### src/rtl/conv_window_buffer.sv
// conv_window_buffer: 3x3 sliding window over a raster pixel stream.
// Two line buffers feed a 3x3 shift window; one registered output stage.
module conv_window_buffer #(
  parameter int DATA_W = 17,
  parameter int IMG_W  = 8,
  parameter int IMG_H  = 8
) (
  input  logic                clk,
  input  logic                rst,
  input  logic [DATA_W-1:0]   in_pixel,
  input  logic                in_valid,
  output logic                in_ready,
  output logic [9*DATA_W-1:0] out_win,
  output logic                out_valid,
  input  logic                out_ready,
  output logic                out_last
);

  localparam int CW = $clog2(IMG_W);
  localparam int RW = $clog2(IMG_H);

  // lb0 holds row r-1, lb1 holds row r-2, indexed by column
  logic [DATA_W-1:0]   lb0_q [IMG_W];
  logic [DATA_W-1:0]   lb1_q [IMG_W];
  logic [DATA_W-1:0]   win_q [3][3];

  logic [CW-1:0]       col_q, col_d;
  logic [RW-1:0]       row_q, row_d;
  logic                ov_q, ov_d;
  logic                ol_q, ol_d;
  logic [9*DATA_W-1:0] ow_q, ow_d;

  logic                accept;
  logic                complete;
  logic                frame_end;
  logic [DATA_W-1:0]   top;
  logic [DATA_W-1:0]   mid;

  assign in_ready  = ~ov_q | out_ready;
  assign accept    = in_valid & in_ready;
  assign top       = lb1_q[col_q];
  assign mid       = lb0_q[col_q];
  assign complete  = accept && (row_q >= RW'(2)) && (col_q >= CW'(2));
  assign frame_end = (row_q == RW'(IMG_H-1)) && (col_q == CW'(IMG_W-1));

  assign out_win   = ow_q;
  assign out_valid = ov_q;
  assign out_last  = ol_q;

  // next-state: raster counters, output stage load/drain
  always_comb begin
    col_d = col_q;
    row_d = row_q;
    ov_d  = ov_q;
    ol_d  = ol_q;
    ow_d  = ow_q;
    if (accept) begin
      if (col_q == CW'(IMG_W-1)) begin
        col_d = '0;
        if (row_q == RW'(IMG_H-1)) begin
          row_d = '0;
        end else begin
          row_d = row_q + RW'(1);
        end
      end else begin
        col_d = col_q + CW'(1);
      end
    end
    if (complete) begin
      ov_d = 1'b1;
      ol_d = frame_end;
      for (int r = 0; r < 3; r++) begin
        ow_d[DATA_W*(3*r)   +: DATA_W] = win_q[r][1];
        ow_d[DATA_W*(3*r+1) +: DATA_W] = win_q[r][2];
      end
      ow_d[DATA_W*2 +: DATA_W] = top;
      ow_d[DATA_W*5 +: DATA_W] = mid;
      ow_d[DATA_W*8 +: DATA_W] = in_pixel;
    end else if (out_ready) begin
      ov_d = 1'b0;
    end
  end

  // control and output registers with synchronous reset
  always_ff @(posedge clk) begin
    if (rst) begin
      col_q <= '0;
      row_q <= '0;
      ov_q  <= 1'b0;
      ol_q  <= 1'b0;
      ow_q  <= '0;
    end else begin
      col_q <= col_d;
      row_q <= row_d;
      ov_q  <= ov_d;
      ol_q  <= ol_d;
      ow_q  <= ow_d;
    end
  end

  // line buffers and window shift on every accepted pixel
  always_ff @(posedge clk) begin
    if (accept) begin
      lb1_q[col_q] <= mid;
      lb0_q[col_q] <= in_pixel;
      for (int r = 0; r < 3; r++) begin
        win_q[r][0] <= win_q[r][1];
        win_q[r][1] <= win_q[r][2];
      end
      win_q[0][2] <= top;
      win_q[1][2] <= mid;
      win_q[2][2] <= in_pixel;
    end
  end

endmodule

### config.mk
export PLATFORM = sky130hd
export DESIGN_NAME = conv_window_buffer
export DESIGN_NICKNAME = d
export VERILOG_FILES = /design/src/rtl/conv_window_buffer.sv
export SDC_FILE = /design/constraint.sdc
export NUM_CORES = 1
export LEC_CHECK = 0
export BUFFER_PORTS_ARGS = -buffer_cell sky130_fd_sc_hd__buf_2
export CAP_MARGIN = 10
export CORE_MARGIN = 3
export CORE_UTILIZATION = 40
export CTS_CLUSTER_SIZE = 14
export DETAILED_ROUTE_END_ITERATION = 10
export GPL_ROUTABILITY_DRIVEN = 0
export PLACE_DENSITY = 0.68
export SYNTH_ARGS = -nofsm -noshare
export SYNTH_HDL_FRONTEND = slang
export SYNTH_SLANG_ARGS = --single-unit
### constraint.sdc
create_clock -name clk -period 6.7 [get_ports clk]
set_clock_uncertainty 0.2 [all_clocks]
set_input_delay 0.335 -clock clk [delete_from_list [all_inputs] [get_ports clk]]
set_output_delay 0.335 -clock clk [all_outputs]
set_load 0.005 [all_outputs]
# Yosys cells after proc, flatten, opt, wreduce, memory -nomap -nowiden
# Memory sizes are Yosys's and may differ from the RTL's. A register that Yosys moved wholly into a read port is not among the register bits.
# Index checks and enable logic that the tools add are counted.
classes:
  add_sub_neg: 2
  multipliers: 0
  div_mod_pow: 0
  n_lt_le_gt_ge: 2
  n_eq_ne: 2
  shifts: 0
  muxes: 10
  bitwise_logic: 3
  n_reduce_logical: 5
op_table:
  columns: ["cell", "count"]
  rows:
  - ["3-bit 2-to-1 mux", 6]
  - ["3-bit by 1-bit adder with 3-bit output (second input constant)", 2]
  - ["3-bit == test (second input constant)", 2]
  - ["3-bit by 2-bit >= comparator with 1-bit output (second input constant)", 2]
  - ["1-bit 2-to-1 mux", 4]
  - ["1-bit logical AND", 3]
  - ["2-bit AND reduction", 1]
  - ["2-bit nonzero test", 1]
  - ["1-bit AND", 1]
  - ["1-bit NOT", 1]
  - ["1-bit OR", 1]
word_totals:
  ff_bits: 161
  latch_bits: 0
  ramBits: 425
  mem_bits_ro: 0
  inputBits: 21
  output_inout_bits: 156
  wordCells: 32
  memories: 3
memory_table:
  columns: ["memory", "depth", "width", "read_ports", "rd_clocked_by_memory_dff", "wr", "line", "text"]
  rows:
  - ["win_q", 3, 51, 3, 0, 3, "25", "logic [DATA_W-1:0] win_q [3][3];"]
  - ["lb0_q", 8, 17, 1, 1, 1, "23", "logic [DATA_W-1:0] lb0_q [IMG_W];"]
  - ["lb1_q", 8, 17, 1, 1, 1, "24", "logic [DATA_W-1:0] lb1_q [IMG_W];"]

# Depth between registers and ports, before layout
logic_depth:
  depth_word: 6
  depth_mapped: 9
  depth_no_buf: 6

# Worst setup path before layout
# OpenSTA, ideal clock, no wires.
synth_timing:
  kind: "in2reg"
  start: "input port out_ready"
  end: "memory lb0_q[4][0] (enable)"
  setup_ns: 0.467
  t_arrival_ns: 4.858
  required_time_ns: 6.033
  setup_slack_ns: 1.174
  stages: 5
  n_path_buf: 0
  path_cell_list: "nand2b_1 nand2_1 clkinv_1 nand2_1 nor3_1"
synth_via:
  elab_chain_len: 4
synth_lines:
  columns: ["item", "line", "text"]
  rows:
  - ["from (decl)", "15", "input logic out_ready,"]
  - ["1-bit OR", "39", "assign in_ready = ~ov_q | out_ready;"]
  - ["1-bit AND", "40", "assign accept = in_valid & in_ready;"]
  - ["named net accept", "33", "logic accept;"]
  - ["1-bit 2-to-1 mux", "103", "if (accept) begin"]
  - ["1-bit 2-to-1 mux (implied by the code)", "105", "lb0_q[col_q] <= in_pixel;"]
  - ["to (decl)", "23", null]
# The timed path passes the listed nets, and every way through them passes these cells.

# Worst setup path in the final report
layout_timing:
  start: "register ov_q, in the netlist out_valid"
  end: "memory lb0_q[4][14] (enable)"
layout_via:
  elab_chain_len: 5
layout_lines:
  columns: ["item", "line", "text"]
  rows:
  - ["from (decl)", "29", "logic ov_q, ov_d;"]
  - ["from (signal assigned)", "95", "ov_q <= ov_d;"]
  - ["1-bit NOT", "39", null]
  - ["1-bit OR", "39", null]
  - ["1-bit AND", "40", null]
  - ["named net accept", "33", null]
  - ["1-bit 2-to-1 mux", "103", null]
  - ["1-bit 2-to-1 mux (implied by the code)", "105", null]
# The timed path passes the listed nets, and every way through them passes these cells.

==> impl_results.md <==
* YS warnings at 0
* RSZ-0062 raised after global routing: no
* Starting Density at 0.406
* Worst rel slew slack at 0.212
* Crit path max fanout at 45
* Final setup viols at 0
* Clock Path Buffers at 3
* Top cell type's share of synthesized area at 0.591
* Core area at 46800 µm²
* Cells after Synth at 1219
* I/O Pins at 177
* EDFF count, synth at 374
* Reg clk slew, reported paths at 60 ps
* Worst Path Required at 6730 ps
* CP Launch Type: flip-flop
* Final hold viol count at 0
* Reg power frac at 0.550
* Post-DP HPWL at 23.6 mm
* Arrival time at the worst endpoint at 3630 ps
* Cell Int Power at 5.38 mW
* Synthesis-stage register bit count at 538
* Worst setup margin at 3100 ps
* Post-synth top cells: edfxtp_1 (374), nand2_1 (248), dfxtp_1 (164)
* First-pass GRT wire length at 61.0 mm
* Mapped Area at 19000 µm²
* Netlist cell types at 25
* Final Max Tran Viols at 0
* Initial antenna violation count at 0
* Clk_lat worst skew at 590 ps
* Max_cap viols at 0
* Lkg Pwr at 7.71 nW
* Largest net degree at the start of global routing at 91
* CTS tree: yes
* Routed vias at 10400
* Fillers at 3942
* Layout Nets at 1439
* Comb pwr share at 0.042
* Min-delay worst type: input port to flip-flop
* Part of the power in the clock network at 0.409
* H-tree depth at 2
* Minimum clock period at 3600 ps
* Net count after synthesis at 1246
* Die height at 224 µm
* Overall Power at 6.80 mW
* CP Class: flip-flop to flip-flop
* ANT cells at 0
* Die area at 50100 µm²
* DR WL/cell at 19.4 µm
* Most frequent cell after synthesis: edfxtp_1
* Pre-antenna DRT Iters at 5
* Ys async rst share at 0
* Reg2reg setup slack at 3100 ps
* Global route overflow at 0
* Status: complete, no violations
* Synth top area cells: edfxtp_1 (59%), dfxtp_1 (17%), mux4_2 (8.1%), nand2_1 (4.9%), a21oi_1 (3.3%)
* Area delta synth->final at 17.5%
* Setup TNS at 0 ps
* Global Route Usage Sum at 0.157
* Slew @ Worst Pin at 1180 ps
* Number of DRC markers in iteration 0 at 709
* Net Sw Frac at 0.208
* Switching power at 1.41 mW
* Antenna-violating nets left at 0
* Setup WS pre-CTS at 2890 ps
* Maximum clock rate at 278 MHz
* Die width at 224 µm
* Final Cycle Share at 0.537
* Final wirelength at 39.9 mm
* Pwr dens at 305 nW/µm²
* Row count at 79
* Via-to-Cell Ratio at 5.03
* Clk Tree Root Cell: clkbuf_16
* Max VDD drop at 203 µV
* TritonCTS Buffers at 52
* CTS Sinks at 538
* DR DRC count at 0
* Synth area leader: edfxtp_1
* Crit end category: flip-flop
* Syn_area_per_cell at 15.6 µm²
* Post-synthesis sequential area ratio at 0.764
* Vias in the first global route at 10300
* Layout cell share with drive strength beyond 1 at 0.260
* Ys flop type: edfxtp_1
* PortBufs at 176
==> flip-flops by register name (all words and copies together) (netlist names), named ones only <==
register   count
out_last       1
out_valid      1
win_q        102
out_win      153
col_q          3
row_q          3
lb0_q        136
lb1_q        136
==> metal layers <==
metal | vias up | global-route usage | share of wire
met4 | 0 | 0.0411 | 0.021
met5 | - | 0 | 0
li1 | 4845 | - | -
met3 | 54 | 0.0363 | 0.057
met1 | 5194 | 0.209 | 0.43
met2 | 273 | 0.262 | 0.49
==> layout by cell type (no fill, tap or decap), drive strengths merged, types with 4 or more instances in the layout <==
| cell type | instances |
|---|---|
| clkbuf | 79 |
| edfxtp | 374 |
| a21oi | 126 |
| inv | 5 |
| buf | 193 |
| or3 | 4 |
| mux2 | 34 |
| dlygate4sd3 | 18 |
| ha | 6 |
| nand2 | 248 |
| nor2 | 72 |
| nor3 | 38 |
| mux4 | 68 |
| dfxtp | 164 |
| clkinv | 14 |
==> stage by stage <==
step	hold WS [ps]	instance area, µm²	utilization	instances
3_3_place_gp	230	20400	0.437	1945
5_1_grt	85.9	22300	0.477	2062
2_1_floorplan	226	19000	-	1219
3_5_place_dp	233	20400	0.437	1945
6_report	70.6	22300	0.477	2062
4_1_cts	1.87	22300	0.476	2060
==> critical path, stage by stage (launching register included) <==
cell and delay [ps]:
dfxtp_1 310, nand2b_1 220, nand2_1 310, inv_4 500, nand2_1 350, nor3_2 830
buf_4 510
==> logic make-up (layout without fill, tap and decap cells) <==
family / count (synthesis) / in the layout / synth area share
buf+inv: 75 / 311 / 0.0196
flops: 538 / 538 / 0.764
compound gates: 128 / 128 / 0.0341
fa+ha+maj: 6 / 6 / 0.00395
simple gates: 370 / 370 / 0.0772
mux: 102 / 102 / 0.101
==> path summary, 6_finish.rpt <==
kind / endpoint / from / cells past startpoint
worst max-delay path: lb0_q[4][14] / out_valid / 6
worst min-delay path: out_valid / out_ready / 3
worst max register to register: lb0_q[4][14] / out_valid / 6
worst min register to register: win_q[0][68] / win_q[0][51] / 0
==> what timing repair did <==
item / in CTS / in global routing
setup buffers: 0 / 0
endpoints found under the hold margin: 172 / 0
hold buffers: 18 / 0
resized for setup: 0 / 0
==> power by group through the flow <==
| stage | Sequential [mW] | Clock [mW] | Combinational (mW) |
|---|---|---|---|
| after detailed placement | 3.81 | 0 | 0.280 |
| after CTS | 3.74 | 2.86 | 0.290 |
| after global routing | 3.75 | 2.98 | 0.306 |
| final | 3.74 | 2.78 | 0.283 |
| after global placement | 3.80 | 0 | 0.274 |
| after floorplan | 3.79 | 0 | 0.185 |
==> final cells by class <==
| type | count | area (µm²) | share of cell area |
|---|---|---|---|
| clock buffer | 79 | 1510 | 0.0675 |
| clock inverter | 18 | 130 | 0.00583 |
| inverter | 3 | 13.8 | 0.000617 |
| multi-input combinational | 606 | 4150 | 0.186 |
| sequential | 538 | 14500 | 0.651 |
| tap | 607 | 759 | 0.0341 |
| timing repair buffer | 211 | 1220 | 0.0549 |
(Power assumes the default switching activity.)
